[config.mk]
export PLATFORM = sky130hd
export DESIGN_NAME = ccff_chain_loader
export DESIGN_NICKNAME = d
export VERILOG_FILES = /design/src/rtl/ccff_chain_loader.sv
export SDC_FILE = /design/constraint.sdc
export NUM_CORES = 1
export LEC_CHECK = 0
export CELL_PAD_IN_SITES_DETAIL_PLACEMENT = 2
export CELL_PAD_IN_SITES_GLOBAL_PLACEMENT = 2
export CORE_ASPECT_RATIO = 0.75
export CORE_UTILIZATION = 33
export DETAILED_ROUTE_END_ITERATION = 10
export PLACE_DENSITY = 0.74
export SLEW_MARGIN = 25
export SYNTH_ARGS = -nofsm -noshare
export SYNTH_HDL_FRONTEND = slang
export SYNTH_SLANG_ARGS = --single-unit
[constraint.sdc]
create_clock -name prog_clk -period 2 [get_ports prog_clk]
set_clock_uncertainty 0.15 [all_clocks]
set_input_delay 0.4 -clock prog_clk [delete_from_list [all_inputs] [get_ports prog_clk]]
set_output_delay 0.4 -clock prog_clk [all_outputs]
set_load 0.01 [all_outputs]
[src/rtl/ccff_chain_loader.sv]
`default_nettype none
// ============================================================================
//  Module      : ccff_chain_loader
//  Description : Streams bitstream words into a tile-column CCFF chain, one
//                bit per prog_clk cycle, LSB first, for exactly CHAIN_LEN
//                bits. Optional readback (macro CCFF_READBACK_EN) recirculates
//                the chain once and compares CRC-16-CCITT of written and
//                returned bits.
//  Revision    : 1.0 - initial release
// ============================================================================
module ccff_chain_loader #(
    parameter int CHAIN_LEN = 64,
    parameter int WORD_W    = 8,
    parameter int CNT_W     = 16
) (
    input  logic              prog_clk,
    input  logic              pReset,
    input  logic              start,
    input  logic              word_valid,
    input  logic [WORD_W-1:0] word_data,
    output logic              word_ready,
    output logic              ccff_head,
    output logic              shift_en,
    input  logic              ccff_tail,
    output logic              busy,
    output logic              done,
    output logic              error
);

    localparam int c_IDX_W = (WORD_W > 1) ? $clog2(WORD_W) : 1;
    localparam logic [CNT_W-1:0]   c_LAST_BIT = CNT_W'(CHAIN_LEN - 1);
    localparam logic [c_IDX_W-1:0] c_LAST_IDX = c_IDX_W'(WORD_W - 1);

    localparam logic [2:0] S_IDLE   = 3'd0;
    localparam logic [2:0] S_LOAD   = 3'd1;
    localparam logic [2:0] S_SHIFT  = 3'd2;
    localparam logic [2:0] S_DONE   = 3'd3;
`ifdef CCFF_READBACK_EN
    localparam logic [2:0] S_VERIFY = 3'd4;
`endif

    logic [2:0]         r_state;
    logic [WORD_W-1:0]  r_sreg;
    logic               r_head;
    logic [CNT_W-1:0]   r_bit_cnt;
    logic [c_IDX_W-1:0] r_word_idx;

    logic w_last_bit;
    logic w_word_end;

    assign w_last_bit = (r_bit_cnt == c_LAST_BIT);
    assign w_word_end = (r_word_idx == c_LAST_IDX);

`ifdef CCFF_READBACK_EN
    logic [15:0] r_crc_wr;
    logic [15:0] r_crc_rd;
    logic        r_error;
    logic [15:0] w_crc_rd_next;

    // One serial step of CRC-16-CCITT (poly 0x1021), MSB-first feedback.
    function automatic logic [15:0] f_crc_step(input logic [15:0] crc, input logic bit_in);
        logic fb;
        fb = crc[15] ^ bit_in;
        return {crc[14:0], 1'b0} ^ (fb ? 16'h1021 : 16'h0000);
    endfunction

    assign w_crc_rd_next = f_crc_step(r_crc_rd, ccff_tail);
`else
    logic w_unused_tail;
    assign w_unused_tail = ccff_tail;
`endif

    // Sequencer: word handshake, serialisation, bit counting and (optionally) readback.
    always_ff @(posedge prog_clk) begin
        if (pReset) begin
            r_state    <= S_IDLE;
            r_sreg     <= '0;
            r_head     <= 1'b0;
            r_bit_cnt  <= '0;
            r_word_idx <= '0;
`ifdef CCFF_READBACK_EN
            r_crc_wr   <= 16'hFFFF;
            r_crc_rd   <= 16'hFFFF;
            r_error    <= 1'b0;
`endif
        end else begin
            case (r_state)
                S_IDLE: begin
                    if (start) begin
                        r_state   <= S_LOAD;
                        r_bit_cnt <= '0;
`ifdef CCFF_READBACK_EN
                        r_error   <= 1'b0;
                        r_crc_wr  <= 16'hFFFF;
                        r_crc_rd  <= 16'hFFFF;
`endif
                    end
                end
                S_LOAD: begin
                    // Head bit is presented directly; the remainder waits in sreg.
                    if (word_valid) begin
                        r_head     <= word_data[0];
                        r_sreg     <= word_data >> 1;
                        r_word_idx <= '0;
                        r_state    <= S_SHIFT;
                    end
                end
                S_SHIFT: begin
`ifdef CCFF_READBACK_EN
                    r_crc_wr <= f_crc_step(r_crc_wr, r_head);
`endif
                    r_bit_cnt  <= r_bit_cnt + CNT_W'(1);
                    r_word_idx <= r_word_idx + c_IDX_W'(1);
                    if (w_last_bit) begin
`ifdef CCFF_READBACK_EN
                        r_state   <= S_VERIFY;
                        r_bit_cnt <= '0;
`else
                        r_state   <= S_DONE;
`endif
                    end else if (w_word_end) begin
                        // ccff_head keeps the last bit during the bubble.
                        r_state <= S_LOAD;
                    end else begin
                        r_head <= r_sreg[0];
                        r_sreg <= r_sreg >> 1;
                    end
                end
`ifdef CCFF_READBACK_EN
                S_VERIFY: begin
                    // Track the recirculated bit so the head holds it after exit.
                    r_head    <= ccff_tail;
                    r_crc_rd  <= w_crc_rd_next;
                    r_bit_cnt <= r_bit_cnt + CNT_W'(1);
                    if (w_last_bit) begin
                        r_error <= (w_crc_rd_next != r_crc_wr);
                        r_state <= S_DONE;
                    end
                end
`endif
                S_DONE: begin
                    r_state <= S_IDLE;
                end
                default: begin
                    r_state <= S_IDLE;
                end
            endcase
        end
    end

    assign word_ready = (r_state == S_LOAD);
    assign busy       = (r_state != S_IDLE);
    assign done       = (r_state == S_DONE);

`ifdef CCFF_READBACK_EN
    assign shift_en  = (r_state == S_SHIFT) || (r_state == S_VERIFY);
    assign ccff_head = (r_state == S_VERIFY) ? ccff_tail : r_head;
    assign error     = r_error;
`else
    assign shift_en  = (r_state == S_SHIFT);
    assign ccff_head = r_head;
    assign error     = 1'b0;
`endif

endmodule
`default_nettype wire

; Word-level counts from Yosys, hierarchy flattened
; Index checks and enable logic that the tools add are counted.
[op_classes]
addsub = 2
n_mux = 17
n_eq_ne = 10
reduce_logical = 8
[ops]
columns = operator, count
row1 = 16-bit case mux with 2 select lines, 1
row2 = 8-bit 2-to-1 mux, 3
row3 = "16-bit by 1-bit adder with 16-bit output, second input constant", 1
row4 = "16-bit by 6-bit equality test with 1-bit output, second input constant", 1
row5 = 16-bit 2-to-1 mux, 1
row6 = 8-bit case mux with 2 select lines, 1
row7 = 3-bit 2-to-1 mux, 5
row8 = 3-bit case mux with 3 select lines, 1
row9 = "2-bit inequality test, second input constant", 4
row10 = "3-bit by 2-bit equality test with 1-bit output, second input constant", 2
row11 = 3-bit case mux with 2 select lines, 1
row12 = 2-bit AND reduction, 2
row13 = 4-bit AND reduction, 1
row14 = 2-bit nonzero test, 2
row15 = "3-bit by 1-bit adder with 3-bit output, second input constant", 1
row16 = "3-bit by 1-bit equality test with 1-bit output, second input constant", 1
row17 = "3-bit equality test, second input constant", 1
row18 = 3-bit zero test, 1
row19 = 1-bit 2-to-1 mux, 3
row20 = "3-bit by 1-bit inequality test with 1-bit output, second input constant", 1
row21 = 3-bit AND reduction, 1
row22 = 3-bit nonzero test, 1
row23 = 1-bit case mux with 2 select lines, 1
[word_totals]
word_cells = 42
register_bits = 31

; Longest topological paths before layout
; Gate-level depths: netlist (run 1).
[logic_depth]
ltp_word = 4
depth_mapped = 6
depth_no_buf = 5

; Worst setup path before layout (run 1)
; OpenSTA, ideal clock, no wires.
[synth_path]
path_kind = register -> register
from = register r_bit_cnt[0]
to = register r_head, in the netlist ccff_head
arrival_ns = 1.455
setup_time_ns = 0.091
path_stages_with_launch = 7
required_time_ns = 1.759
setup_slack_ns = 0.304
path_cell_list = dfxtp_1 -> ha_1 -> and3_1 -> buf_2 -> nand4_4 -> a22o_4 -> a311oi_1
[synth_between]
elab_chain_cells = 3
[synth_lines]
columns = item, line_no
row1 = "start, declared", 45  ; logic [CNT_W-1:0] r_bit_cnt;
row2 = "start signal, assigned", 112  ; r_bit_cnt <= r_bit_cnt + CNT_W'(1);
row3 = 16-bit by 6-bit equality test with 1-bit output, 51  ; assign w_last_bit = (r_bit_cnt == c_LAST_BIT);
row4 = 2-bit inequality test (no line), n/a
row5 = 4-bit AND reduction (no line), n/a
row6 = "end signal, assigned", 102  ; r_head <= word_data[0];
row7 = "end signal, assigned", 125  ; r_head <= r_sreg[0];
row8 = "end, declared", 44  ; logic r_head;
; No other way between the ends.
; A chain may end at the register's enable or synchronous reset.

; Final worst setup path (run 1)
[layout_path]
from = input start
to = register r_bit_cnt[15]
[layout_between]
elab_chain_cells = 2
[layout_lines]
columns = item, line_no
row1 = "start, declared", 18  ; input logic start,
row2 = 2-bit inequality test (no line), n/a
row3 = 2-bit AND reduction (no line), n/a
; No other way between the ends.

==> results of run 1 <==
==> cell families (layout without fill, tap and decap cells) <==
family	after synthesis	after routing
other	1	1
flip-flops	29	29
adder cells (fa/ha/maj)	3	3
buffers and inverters	12	45
XOR/XNOR	5	5
AND/OR/NAND/NOR	78	78
AO/OA/AOI/OAI	43	43
multiplexers	2	2
==> cell usage in the layout, fill, tap and decap left out, types with 2 or more instances in the layout <==
cell type	instances
sky130_fd_sc_hd__dlygate4sd2_1	2
sky130_fd_sc_hd__xor2_1	5
sky130_fd_sc_hd__nand2b_1	4
sky130_fd_sc_hd__and3_1	3
sky130_fd_sc_hd__clkdlybuf4s50_1	13
sky130_fd_sc_hd__a21oi_1	9
sky130_fd_sc_hd__a311oi_1	6
sky130_fd_sc_hd__nor2_1	12
sky130_fd_sc_hd__or3_1	2
sky130_fd_sc_hd__nand4_1	5
sky130_fd_sc_hd__nand3_1	7
sky130_fd_sc_hd__or4_1	3
sky130_fd_sc_hd__nor2b_1	2
sky130_fd_sc_hd__ha_1	3
sky130_fd_sc_hd__and2_1	2
sky130_fd_sc_hd__clkbuf_8	5
sky130_fd_sc_hd__nand2_1	24
sky130_fd_sc_hd__o21ai_0	4
sky130_fd_sc_hd__mux2i_1	2
sky130_fd_sc_hd__nor4_4	2
sky130_fd_sc_hd__a22oi_1	3
sky130_fd_sc_hd__a221oi_1	8
sky130_fd_sc_hd__dfxtp_1	28
sky130_fd_sc_hd__clkinv_2	2
sky130_fd_sc_hd__buf_4	18
==> power groups by stage <==
stage               logic [mW]  clock network, mW  registers, mW
floorplan                0.120                  0          0.627
global placement         0.208                  0          0.628
detailed placement       0.216                  0          0.631
CTS                      0.218              0.500          0.618
global route             0.237              0.527          0.621
finish                   0.217              0.484          0.619
==> registers in the layout, indices dropped and copies added (netlist names) <==
| signal | count |
|---|---|
| ccff_head | 1 |
| r_state | 2 |
| r_word_idx | 3 |
| r_bit_cnt | 16 |
| r_sreg | 7 |
==> how the worst min path moves through the flow <==
stage / startpoint / slack [ns] / cells after the start / end
CTS: r_word_idx[1] / 0.33 / 2 / r_word_idx[1]
global placement: r_word_idx[1] / 0.31 / 2 / r_word_idx[1]
detailed placement: r_word_idx[1] / 0.32 / 2 / r_word_idx[1]
global route: r_word_idx[1] / 0.35 / 2 / r_word_idx[1]
floorplan: r_bit_cnt[14] / 0.29 / 2 / r_bit_cnt[14]
finish: r_bit_cnt[14] / 0.33 / 2 / r_bit_cnt[14]
==> repair_timing <==
item | in CTS | in global routing
endpoints found under the setup margin | 4 | 7
resized for setup | 4 | 1
pin swaps | 0 | 2
setup buffers | 0 | 4
gates cloned | 0 | 0
hold buffers | 0 | 0
endpoints found under the hold margin | 0 | 0
==> metal layers <==
metal | track usage, % | up-vias
met2 | 35.5 | 28
met3 | 4.74 | 8
li1 | - | 714
met1 | 27.9 | 752
met5 | 0 | -
met4 | 7.14 | 0
==> through the flow <==
stage / worst slack (ns) / cell area [sq um] / hold slack (ns)
2_1_floorplan: 0.304 / 1530 / 0.295
3_3_place_gp: -0.143 / 1830 / 0.310
3_5_place_dp: -0.216 / 1830 / 0.322
4_1_cts: 0.0241 / 1920 / 0.332
5_1_grt: -0.0267 / 1960 / 0.351
6_report: 0.0292 / 1960 / 0.327
==> area by class of cell <==
cell class              instances  area [sq um]  area share, %
well taps                      57          71.3           3.64
clock inverters                 3          17.5          0.893
flip-flops and latches         29           582           29.7
multi-input cells             132           900           45.9
inverters                       2          7.51          0.383
repair buffers                 35           315           16.1
clock buffers                   5          68.8           3.51
==> critical path, stage by stage <==
cell and delay (ns):
sky130_fd_sc_hd__clkdlybuf4s50_1 0.51, sky130_fd_sc_hd__o21ba_1 0.23, sky130_fd_sc_hd__nand4_1 0.21, sky130_fd_sc_hd__buf_4 0.19, sky130_fd_sc_hd__nor3_1 0.28, sky130_fd_sc_hd__mux2i_1 0.21
==> impl_metrics.xml, run 1 <==
<?xml version="1.0" encoding="UTF-8"?>
<metrics>
  <group name="setup_path">
    <metric name="type_of_origin_of_the_critical_path" unit="">primary input</metric>
    <metric name="worstPathMaxFanout" unit="">5</metric>
    <metric name="crit-reg2reg-launch" unit="">r_bit_cnt[1]</metric>
    <metric name="arrival" unit="ns">2.04</metric>
    <metric name="setup.worst_path.start" unit="">start</metric>
    <metric name="critical_path_required" unit="ns">2.07</metric>
    <metric name="ff2ff_setup_slack" unit="ns">0.12</metric>
    <metric name="worst_setup_path_end_kind" unit="">register</metric>
    <metric name="worstSetupPathType" unit="">primary input to register</metric>
    <metric name="worst_r2r_endpoint" unit="">r_bit_cnt[12]</metric>
    <metric name="endpoint" unit="">r_bit_cnt[15]</metric>
    <metric name="rr_worst_depth" unit="">6</metric>
  </group>
  <group name="die">
    <metric name="floorplan.core_area" unit="sq um">4470</metric>
    <metric name="fp.dieArea" unit="sq um">4930</metric>
    <metric name="die_x" unit="microns">80.7</metric>
    <metric name="floorplan.rows" unit="">21</metric>
    <metric name="initial_core_util" unit="%">34.3</metric>
    <metric name="dieHeight" unit="microns">61.0</metric>
    <metric name="io_pins" unit="">19</metric>
  </group>
  <group name="global_route">
    <metric name="overflow" unit="">0</metric>
    <metric name="antenna_found_initial" unit="">0</metric>
    <metric name="number_of_global_route_vias_before_repair" unit="">1480</metric>
    <metric name="largest_net_degree_at_the_start_of_global_routing" unit="">22</metric>
    <metric name="grt_first_pass_wirelength" unit="microns">7570</metric>
    <metric name="gr-usage-all-layers" unit="%">21.3</metric>
  </group>
  <group name="logic_synthesis">
    <metric name="synth_top_family_by_area" unit="">simple AND/OR/NAND/NOR gates</metric>
    <metric name="postSynthAreaPerCell" unit="sq um">8.87</metric>
    <metric name="synthSimpleGateAreaFrac" unit="%">30.2</metric>
    <metric name="synth_top_area_share" unit="%">37.8</metric>
    <metric name="synthMostInstantiatedCell" unit="">sky130_fd_sc_hd__dfxtp_1</metric>
    <metric name="synth-xor-area-share" unit="%">2.85</metric>
    <metric name="synth.net_count" unit="">189</metric>
    <metric name="synth.area.top_cells" unit="">sky130_fd_sc_hd__dfxtp_1 38%, sky130_fd_sc_hd__nand2_1 5.9%, sky130_fd_sc_hd__a221oi_1 4.6%</metric>
    <metric name="top_cells_by_count_synth" unit="">29 x sky130_fd_sc_hd__dfxtp_1, 24 x sky130_fd_sc_hd__nand2_1, 12 x sky130_fd_sc_hd__nor2_1, 9 x sky130_fd_sc_hd__a21oi_1, 8 x sky130_fd_sc_hd__a221oi_1</metric>
    <metric name="muxShareOfSynthArea" unit="%">1.31</metric>
    <metric name="synth_seq_area_share" unit="%">37.8</metric>
    <metric name="syn_area" unit="sq um">1530</metric>
    <metric name="synth_adder_area_share" unit="%">2.45</metric>
    <metric name="synthesis.yosys.warnings" unit="">0</metric>
    <metric name="synth-compound-area-share" unit="%">21.5</metric>
    <metric name="synth.distinct_cells" unit="">51</metric>
    <metric name="synthArstFlopShare" unit="%">0</metric>
    <metric name="postSynth.topFlopCell" unit="">sky130_fd_sc_hd__dfxtp_1</metric>
    <metric name="yosysTopAreaCell" unit="">sky130_fd_sc_hd__dfxtp_1</metric>
    <metric name="synthesis.instances" unit="">173</metric>
    <metric name="ys_ff_latch" unit="">29</metric>
    <metric name="edff_count_synth" unit="">0</metric>
  </group>
  <group name="clock_tree">
    <metric name="cts.path.max_buffers" unit="">2</metric>
    <metric name="htreeDepth" unit="">2</metric>
    <metric name="clkTransAtPathRegs" unit="ns">0.07</metric>
    <metric name="clock_tree_from_tritoncts" unit="">built</metric>
    <metric name="ctsRootBufferMaster" unit="">sky130_fd_sc_hd__clkbuf_8</metric>
    <metric name="cts_num_sinks" unit="">29</metric>
    <metric name="worstSkewPairLatency" unit="ns">0.28</metric>
    <metric name="numCtsBuffers" unit="">5</metric>
  </group>
  <group name="pwr">
    <metric name="power_leakage" unit="nW">0.770</metric>
    <metric name="ir_worst_vdd" unit="uV">375</metric>
    <metric name="sw_frac_of_total" unit="%">28.5</metric>
    <metric name="clkPwrFrac" unit="%">36.7</metric>
    <metric name="power_density_normalized_to_cell_area" unit="nW/um^2">672</metric>
    <metric name="seqPwrFrac" unit="%">46.9</metric>
    <metric name="combinationalPowerShare" unit="%">16.4</metric>
    <metric name="switchingPower" unit="uW">376</metric>
    <metric name="totalPowerFinal" unit="mW">1.32</metric>
    <metric name="cell_internal_power" unit="uW">943</metric>
  </group>
  <group name="final_layout">
    <metric name="final_cells" unit="">263</metric>
    <metric name="antenna_cells_inserted" unit="">0</metric>
    <metric name="area_growth" unit="%">27.9</metric>
    <metric name="post_route_cells_drive_above_1_share" unit="%">20.4</metric>
    <metric name="nNetsFinal" unit="">221</metric>
    <metric name="final_util" unit="%">43.9</metric>
    <metric name="filler_cell_count" unit="">504</metric>
  </group>
  <group name="detailed_routing">
    <metric name="drtAntennaViolNets" unit="">0</metric>
    <metric name="maxUsedRoutingLayer" unit="">met4</metric>
    <metric name="wl_met2" unit="microns">2380</metric>
    <metric name="wl" unit="microns">5020</metric>
    <metric name="via_per_inst" unit="">5.71</metric>
    <metric name="drt_first_iter_violations" unit="">41</metric>
    <metric name="drt_pass1_iterations" unit="">4</metric>
    <metric name="avgRoutedWirePerCell" unit="microns">19.1</metric>
    <metric name="vias" unit="">1502</metric>
    <metric name="detail_route.drc_violations" unit="">0</metric>
    <metric name="met3_wirelength" unit="microns">175</metric>
    <metric name="met1_length" unit="microns">2390</metric>
  </group>
  <group name="placed_design">
    <metric name="place.detailed.hpwl" unit="microns">3590</metric>
    <metric name="finalWeightedCongestion" unit="">0.777</metric>
    <metric name="port_buffers" unit="">16</metric>
    <metric name="placedCellCount" unit="">251</metric>
  </group>
  <group name="timing">
    <metric name="min_period_over_period" unit="%">98.5</metric>
    <metric name="report.final.slew_viol_count" unit="">0</metric>
    <metric name="count_of_final_hold_check_violations" unit="">0</metric>
    <metric name="timing.final.setup_violations" unit="">0</metric>
    <metric name="fin_crit" unit="ns">1.97</metric>
    <metric name="tns" unit="ns">0</metric>
    <metric name="fmax" unit="GHz">0.507</metric>
  </group>
  <group name="job">
    <metric name="drv_cap" unit="">0</metric>
  </group>
  <group name="outcome">
    <metric name="outcome" unit="">completed</metric>
  </group>
  <group name="worst_hold_path">
    <metric name="hp-class" unit="">register to register</metric>
  </group>
</metrics>
Power figures use the tool's default switching activity.
==> run 2: changes to the inputs <==
- PLACE_DENSITY: 0.74 -> not set
- PLACE_DENSITY_LB_ADDON: not set -> 0.1
==> run 2 against run 1 <==
Total power up 5.0%; combinational power about the same; count of clock-buffer cells in the layout up 2; first-iteration DRC count up 44%; utilization up 0.56 points; final cell count unchanged; global-route usage up 1.1 points; die area unchanged; non-clock buffer count unchanged; sequential power about the same; register-to-register slack better by 0.02 ns; largest power group unchanged; highest routed layer unchanged.
==> impl_metrics.xml, run 2 (synthesis gave the netlist of run 1 again) <==
<?xml version="1.0" encoding="UTF-8"?>
<metrics>
  <group name="global_route">
    <metric name="overflow" unit="">0</metric>
    <metric name="grt_first_pass_wirelength" unit="microns">7980</metric>
    <metric name="number_of_global_route_vias_before_repair" unit="">1566</metric>
    <metric name="largest_net_degree_at_the_start_of_global_routing" unit="">22</metric>
    <metric name="gr-usage-all-layers" unit="%">22.4</metric>
    <metric name="antenna_found_initial" unit="">0</metric>
  </group>
  <group name="placed_design">
    <metric name="finalWeightedCongestion" unit="">0.766</metric>
    <metric name="place.detailed.hpwl" unit="microns">3720</metric>
    <metric name="port_buffers" unit="">16</metric>
  </group>
  <group name="die">
    <metric name="initial_core_util" unit="%">34.3</metric>
    <metric name="die_x" unit="microns">80.7</metric>
    <metric name="floorplan.core_area" unit="sq um">4470</metric>
    <metric name="dieHeight" unit="microns">61.0</metric>
    <metric name="floorplan.rows" unit="">21</metric>
    <metric name="io_pins" unit="">19</metric>
    <metric name="fp.dieArea" unit="sq um">4930</metric>
  </group>
  <group name="timing">
    <metric name="grt_setup_unrepaired" unit="">false</metric>
    <metric name="fmax" unit="GHz">0.526</metric>
    <metric name="min_period_over_period" unit="%">95.0</metric>
    <metric name="fin_hold_ws" unit="ns">0.332</metric>
    <metric name="tns" unit="ns">0</metric>
    <metric name="fin_crit" unit="ns">1.90</metric>
    <metric name="count_of_final_hold_check_violations" unit="">0</metric>
    <metric name="report.final.slew_viol_count" unit="">0</metric>
    <metric name="timing.final.setup_violations" unit="">0</metric>
  </group>
  <group name="clock_tree">
    <metric name="clock_tree_from_tritoncts" unit="">built</metric>
    <metric name="hold_bufs_at_cts" unit="">0</metric>
    <metric name="post-cts-setup-buffers" unit="">0</metric>
    <metric name="cts.path.max_buffers" unit="">2</metric>
    <metric name="htreeDepth" unit="">2</metric>
    <metric name="clkTransAtPathRegs" unit="ns">0.07</metric>
    <metric name="cts_resized" unit="">5</metric>
    <metric name="numCtsBuffers" unit="">5</metric>
    <metric name="ctsRootBufferMaster" unit="">sky130_fd_sc_hd__clkbuf_8</metric>
    <metric name="cts_num_sinks" unit="">29</metric>
    <metric name="worstSkewPairLatency" unit="ns">0.28</metric>
  </group>
  <group name="detailed_routing">
    <metric name="drt_pass1_iterations" unit="">4</metric>
    <metric name="drt_first_iter_violations" unit="">59</metric>
    <metric name="wl" unit="microns">5020</metric>
    <metric name="vias" unit="">1491</metric>
    <metric name="drtAntennaViolNets" unit="">0</metric>
    <metric name="via_per_inst" unit="">5.67</metric>
    <metric name="detail_route.drc_violations" unit="">0</metric>
    <metric name="avgRoutedWirePerCell" unit="microns">19.1</metric>
  </group>
  <group name="setup_path">
    <metric name="type_of_origin_of_the_critical_path" unit="">register</metric>
    <metric name="arrival" unit="ns">1.35</metric>
    <metric name="worst_setup_path_end_kind" unit="">output pin</metric>
    <metric name="critical_path.slowest_cell" unit="">sky130_fd_sc_hd__clkdlybuf4s50_1</metric>
    <metric name="crit_family" unit="">buffers and inverters</metric>
    <metric name="worst-path-buf-inv" unit="">1</metric>
    <metric name="crit_chain" unit="">and2_1, clkdlybuf4s50_1</metric>
    <metric name="worstPathMaxFanout" unit="">7</metric>
    <metric name="critical_path_required" unit="ns">1.45</metric>
    <metric name="cpPeakStageDelay" unit="ns">0.52</metric>
    <metric name="worstSetupPathType" unit="">register to output pin</metric>
  </group>
  <group name="final_layout">
    <metric name="filler_cell_count" unit="">500</metric>
    <metric name="regMostFlops" unit="">r_bit_cnt</metric>
    <metric name="area_growth" unit="%">29.5</metric>
    <metric name="largest_registers" unit="">r_bit_cnt x16, r_sreg x7, r_word_idx x3</metric>
    <metric name="nNetsFinal" unit="">221</metric>
    <metric name="post_route_cells_drive_above_1_share" unit="%">21.8</metric>
    <metric name="antenna_cells_inserted" unit="">0</metric>
    <metric name="max_reg_flops" unit="">16</metric>
    <metric name="final_common_cell" unit="">sky130_fd_sc_hd__dfxtp_1</metric>
    <metric name="most-common-layout-cells" unit="">27 x sky130_fd_sc_hd__dfxtp_1, 24 x sky130_fd_sc_hd__nand2_1, 18 x sky130_fd_sc_hd__buf_4</metric>
  </group>
  <group name="pwr">
    <metric name="power_leakage" unit="nW">0.796</metric>
    <metric name="power_density_normalized_to_cell_area" unit="nW/um^2">697</metric>
    <metric name="ir_worst_vdd" unit="uV">341</metric>
  </group>
  <group name="job">
    <metric name="drv_cap" unit="">0</metric>
  </group>
  <group name="outcome">
    <metric name="outcome" unit="">completed</metric>
  </group>
  <group name="worst_hold_path">
    <metric name="hp-class" unit="">register to register</metric>
  </group>
</metrics>
[run 2: changes by cell type in the layout (fill, tap and decap cells not counted), sizes merged]
cell	previous run	this run
clkbuf	5	7
clkinv	2	1
dlygate4sd2	2	1
dlymetal6s2s	1	2
clkinvlp	1	0
[run 2: power by group]
part           switching [mW]  internal [mW]
Sequential             0.0173          0.602
Clock                   0.236          0.311
Combinational           0.115          0.104
Total                   0.368           1.02
[run 2: final cells by class]
class	instances	area [sq um]	area share [%]
clock buffer	7	96.3	4.85
clock inverter	1	5.00	0.252
inverter	2	7.51	0.378
multi-input combinational	132	905	45.5
sequential	29	583	29.3
tap	57	71.3	3.59
timing repair buffer	35	319	16.1
[run 2: worst paths after layout]
kind / slack (ns) / cells after the start / startpoint / endpoint
worst max-delay path: 0.1 / 2 / r_state[1] / done
worst min-delay path: 0.33 / 2 / r_word_idx[1] / r_word_idx[1]
worst max register to register: 0.14 / 6 / r_bit_cnt[1] / r_bit_cnt[14]
worst min register to register: 0.33 / 2 / r_word_idx[1] / r_word_idx[1]
[run 2: worst min-delay path, stage by stage (launching register included)]
cell,delay [ns]
sky130_fd_sc_hd__dfxtp_1,0.31
sky130_fd_sc_hd__nand3_1,0.06
sky130_fd_sc_hd__a21oi_1,0.06
[run 2: metrics by stage]
step / util [%] / instance area (sq um) / power (mW) / instances / setup slack (ns)
after floorplan: - / 1530 / 0.747 / 173 / 0.304
after CTS: 44.3 / 1980 / 1.40 / 263 / 0.0265
after global routing: 44.5 / 1990 / 1.45 / 263 / 0.00930
after detailed placement: 41.9 / 1870 / 0.850 / 255 / -0.156
after global placement: 41.9 / 1870 / 0.838 / 255 / -0.0740
final: 44.5 / 1990 / 1.38 / 263 / 0.0993
[run 2: layer usage]
metal | track usage [%] | wire [microns] | vias to the layer above
li1 | - | - | 710
met1 | 28.9 | 2510 | 763
met2 | 37.7 | 2340 | 11
met3 | 4.59 | 101 | 7
met4 | 8.42 | 57 | 0
met5 | 0 | 0 | -
==> run 3: changes to the inputs <==
- ABC_AREA: not set -> 1
- CORE_UTILIZATION: 33 -> 29
- PLACE_DENSITY_LB_ADDON: 0.1 -> 0.15
- SETUP_SLACK_MARGIN: not set -> 0.15
==> run 3 against run 2 <==
Global-route usage fell by 2.6 points; synthesized area increased by 0.41%; sequential cell count did not move; hold slack lost 0.021 ns; total power increased by 48%; final cell count rose by 29%; synthesized cell count rose by 38%; utilization fell by 5.7 points; register-to-register slack better by 0.14 ns; critical path depth rose by 2; sequential share of layout area increased by 0.87 points; sequential power up 22%; critical path type unchanged; critical endpoint is now word_ready; largest cell class unchanged.
==> impl_metrics.xml, run 3 <==
<?xml version="1.0" encoding="UTF-8"?>
<metrics>
  <group name="detailed_routing">
    <metric name="avgRoutedWirePerCell" unit="microns">14.5</metric>
    <metric name="via_per_inst" unit="">4.68</metric>
    <metric name="vias" unit="">1585</metric>
    <metric name="drt_first_iter_violations" unit="">37</metric>
    <metric name="detail_route.drc_violations" unit="">0</metric>
    <metric name="wl" unit="microns">4910</metric>
    <metric name="drtAntennaViolNets" unit="">0</metric>
    <metric name="drt_pass1_iterations" unit="">4</metric>
  </group>
  <group name="final_layout">
    <metric name="regMostFlops" unit="">r_bit_cnt</metric>
    <metric name="largest_registers" unit="">r_bit_cnt x16, r_sreg x7, r_word_idx x3</metric>
    <metric name="final_common_cell" unit="">sky130_fd_sc_hd__nand2_1</metric>
    <metric name="antenna_cells_inserted" unit="">0</metric>
    <metric name="post_route_cells_drive_above_1_share" unit="%">13.1</metric>
    <metric name="nNetsFinal" unit="">282</metric>
    <metric name="design_area" unit="sq um">1940</metric>
    <metric name="filler_cell_count" unit="">639</metric>
    <metric name="most-common-layout-cells" unit="">70 x sky130_fd_sc_hd__nand2_1, 43 x sky130_fd_sc_hd__nor2_1, 26 x sky130_fd_sc_hd__dfxtp_1</metric>
    <metric name="multi_input_logic_area" unit="sq um">843</metric>
    <metric name="area_growth" unit="%">26.1</metric>
    <metric name="seqCellArea" unit="sq um">587</metric>
    <metric name="max_reg_flops" unit="">16</metric>
    <metric name="final_cells" unit="">339</metric>
    <metric name="final_util" unit="%">38.8</metric>
  </group>
  <group name="clock_tree">
    <metric name="numCtsBuffers" unit="">5</metric>
    <metric name="clkTransAtPathRegs" unit="ns">0.07</metric>
    <metric name="cts.path.max_buffers" unit="">2</metric>
    <metric name="worstSkewPairLatency" unit="ns">0.27</metric>
    <metric name="clock_tree_from_tritoncts" unit="">built</metric>
    <metric name="ctsRootBufferMaster" unit="">sky130_fd_sc_hd__clkbuf_8</metric>
    <metric name="cts_num_sinks" unit="">29</metric>
    <metric name="htreeDepth" unit="">2</metric>
    <metric name="post-cts-setup-buffers" unit="">0</metric>
  </group>
  <group name="logic_synthesis">
    <metric name="syn_area" unit="sq um">1540</metric>
    <metric name="synth.net_count" unit="">255</metric>
    <metric name="yosysTopAreaCell" unit="">sky130_fd_sc_hd__dfxtp_1</metric>
    <metric name="synthesis.instances" unit="">239</metric>
    <metric name="edff_count_synth" unit="">0</metric>
    <metric name="synth.area.top_cells" unit="">sky130_fd_sc_hd__dfxtp_1 38%, sky130_fd_sc_hd__nand2_1 17%, sky130_fd_sc_hd__nor2_1 11%</metric>
    <metric name="postSynthAreaPerCell" unit="sq um">6.44</metric>
    <metric name="synthArstFlopShare" unit="%">0</metric>
    <metric name="postSynth.topFlopCell" unit="">sky130_fd_sc_hd__dfxtp_1</metric>
    <metric name="synthMostInstantiatedCell" unit="">sky130_fd_sc_hd__nand2_1</metric>
    <metric name="synth.distinct_cells" unit="">24</metric>
    <metric name="synthesis.yosys.warnings" unit="">0</metric>
    <metric name="synth_seq_area_share" unit="%">37.7</metric>
    <metric name="ys_ff_latch" unit="">29</metric>
    <metric name="synth_top_area_share" unit="%">37.7</metric>
    <metric name="top_cells_by_count_synth" unit="">70 x sky130_fd_sc_hd__nand2_1, 44 x sky130_fd_sc_hd__nor2_1, 29 x sky130_fd_sc_hd__dfxtp_1, 18 x sky130_fd_sc_hd__a21oi_1, 18 x sky130_fd_sc_hd__inv_1</metric>
  </group>
  <group name="die">
    <metric name="fp.dieArea" unit="sq um">5610</metric>
    <metric name="floorplan.core_area" unit="sq um">5010</metric>
    <metric name="dieHeight" unit="microns">65.1</metric>
    <metric name="floorplan.rows" unit="">22</metric>
    <metric name="initial_core_util" unit="%">30.7</metric>
    <metric name="io_pins" unit="">19</metric>
    <metric name="die_x" unit="microns">86.2</metric>
  </group>
  <group name="timing">
    <metric name="min_period_over_period" unit="%">86.5</metric>
    <metric name="timing.final.setup_violations" unit="">0</metric>
    <metric name="final_worst_setup_slack" unit="ns">0.271</metric>
    <metric name="report.final.slew_viol_count" unit="">0</metric>
    <metric name="grt_setup_unrepaired" unit="">true</metric>
    <metric name="count_of_final_hold_check_violations" unit="">0</metric>
    <metric name="tns" unit="ns">0</metric>
    <metric name="fin_crit" unit="ns">1.73</metric>
    <metric name="fin_hold_ws" unit="ns">0.310</metric>
    <metric name="fmax" unit="GHz">0.578</metric>
  </group>
  <group name="global_route">
    <metric name="number_of_global_route_vias_before_repair" unit="">1697</metric>
    <metric name="grt_first_pass_wirelength" unit="microns">8420</metric>
    <metric name="gr-usage-all-layers" unit="%">19.8</metric>
    <metric name="antenna_found_initial" unit="">0</metric>
    <metric name="overflow" unit="">0</metric>
    <metric name="largest_net_degree_at_the_start_of_global_routing" unit="">17</metric>
  </group>
  <group name="setup_path">
    <metric name="type_of_origin_of_the_critical_path" unit="">register</metric>
    <metric name="worst_setup_path_end_kind" unit="">output pin</metric>
    <metric name="worstSetupPathDepth" unit="">4</metric>
    <metric name="rr_worst_depth" unit="">8</metric>
    <metric name="worst-path-buf-inv" unit="">3</metric>
    <metric name="arrival" unit="ns">1.18</metric>
    <metric name="critical_path_required" unit="ns">1.45</metric>
    <metric name="crit_family" unit="">buffers and inverters</metric>
    <metric name="critical_path.slowest_cell" unit="">sky130_fd_sc_hd__dfxtp_2</metric>
    <metric name="worstPathMaxFanout" unit="">6</metric>
    <metric name="cpPeakStageDelay" unit="ns">0.33</metric>
    <metric name="worstSetupPathType" unit="">register to output pin</metric>
    <metric name="crit_chain" unit="">inv_4, nand2_1, inv_1, dlygate4sd2_1</metric>
  </group>
  <group name="pwr">
    <metric name="ir_worst_vdd" unit="uV">407</metric>
    <metric name="totalPowerFinal" unit="mW">2.06</metric>
    <metric name="power_density_normalized_to_cell_area" unit="nW/um^2">1060</metric>
    <metric name="power_leakage" unit="nW">0.828</metric>
  </group>
  <group name="worst_hold_path">
    <metric name="min_path_cells" unit="">1</metric>
    <metric name="hp-class" unit="">register to register</metric>
  </group>
  <group name="job">
    <metric name="drv_cap" unit="">0</metric>
  </group>
  <group name="placed_design">
    <metric name="placedCellCount" unit="">331</metric>
    <metric name="finalWeightedCongestion" unit="">0.766</metric>
    <metric name="place_ws" unit="ns">0.0398</metric>
    <metric name="place.detailed.hpwl" unit="microns">3700</metric>
    <metric name="port_buffers" unit="">16</metric>
    <metric name="detailed_place.area" unit="sq um">1830</metric>
  </group>
  <group name="outcome">
    <metric name="outcome" unit="">completed</metric>
  </group>
</metrics>
[run 3: cell type report]
type                            instances  share of cell area (%)
Inverter                               24                    5.03
Sequential cell                        29                    30.2
Clock buffer                            7                    4.96
Tap cell                               72                    4.64
Clock inverter                          1                   0.258
Multi-Input combinational cell        181                    43.4
Timing Repair Buffer                   25                    11.5
[run 3: kinds of logic after synthesis]
kind of cell	share of synthesized area, %
compound gates	14.5
buf+inv	7.88
other cells	0.243
simple gates	37.3
fa+ha+maj	2.44
flops	37.7
[run 3: where the power goes]
part           switching (mW)  internal [mW]  total, mW  leakage [nW]
clock                   0.229          0.311      0.540        0.0542
sequential             0.0729          0.684      0.757         0.237
combinational           0.487          0.272      0.759         0.537
total                   0.790           1.27       2.06         0.828
[run 3: per-layer routing]
layer,global-route usage (%),part of all wire (%),vias to the layer above
li1,-,-,808
met3,4.52,2.4,2
met5,0,0,-
met2,31.1,43,14
met4,3.75,0.55,0
met1,27.8,54,761
[run 3: path summary, 6_finish.rpt]
path                                   start            to  slack [ns]
worst max-delay path              r_state[1]    word_ready        0.27
worst min register to register  r_bit_cnt[0]  r_bit_cnt[0]        0.31
worst max register to register  r_bit_cnt[1]     r_sreg[6]        0.28
worst min-delay path            r_bit_cnt[0]  r_bit_cnt[0]        0.31
[run 3: timing repair]
item | 4_1_cts | 5_1_grt
hold buffers | 0 | 0
setup endpoints to repair | 4 | 11
gates cloned | 0 | 0
resized for setup | 8 | 6
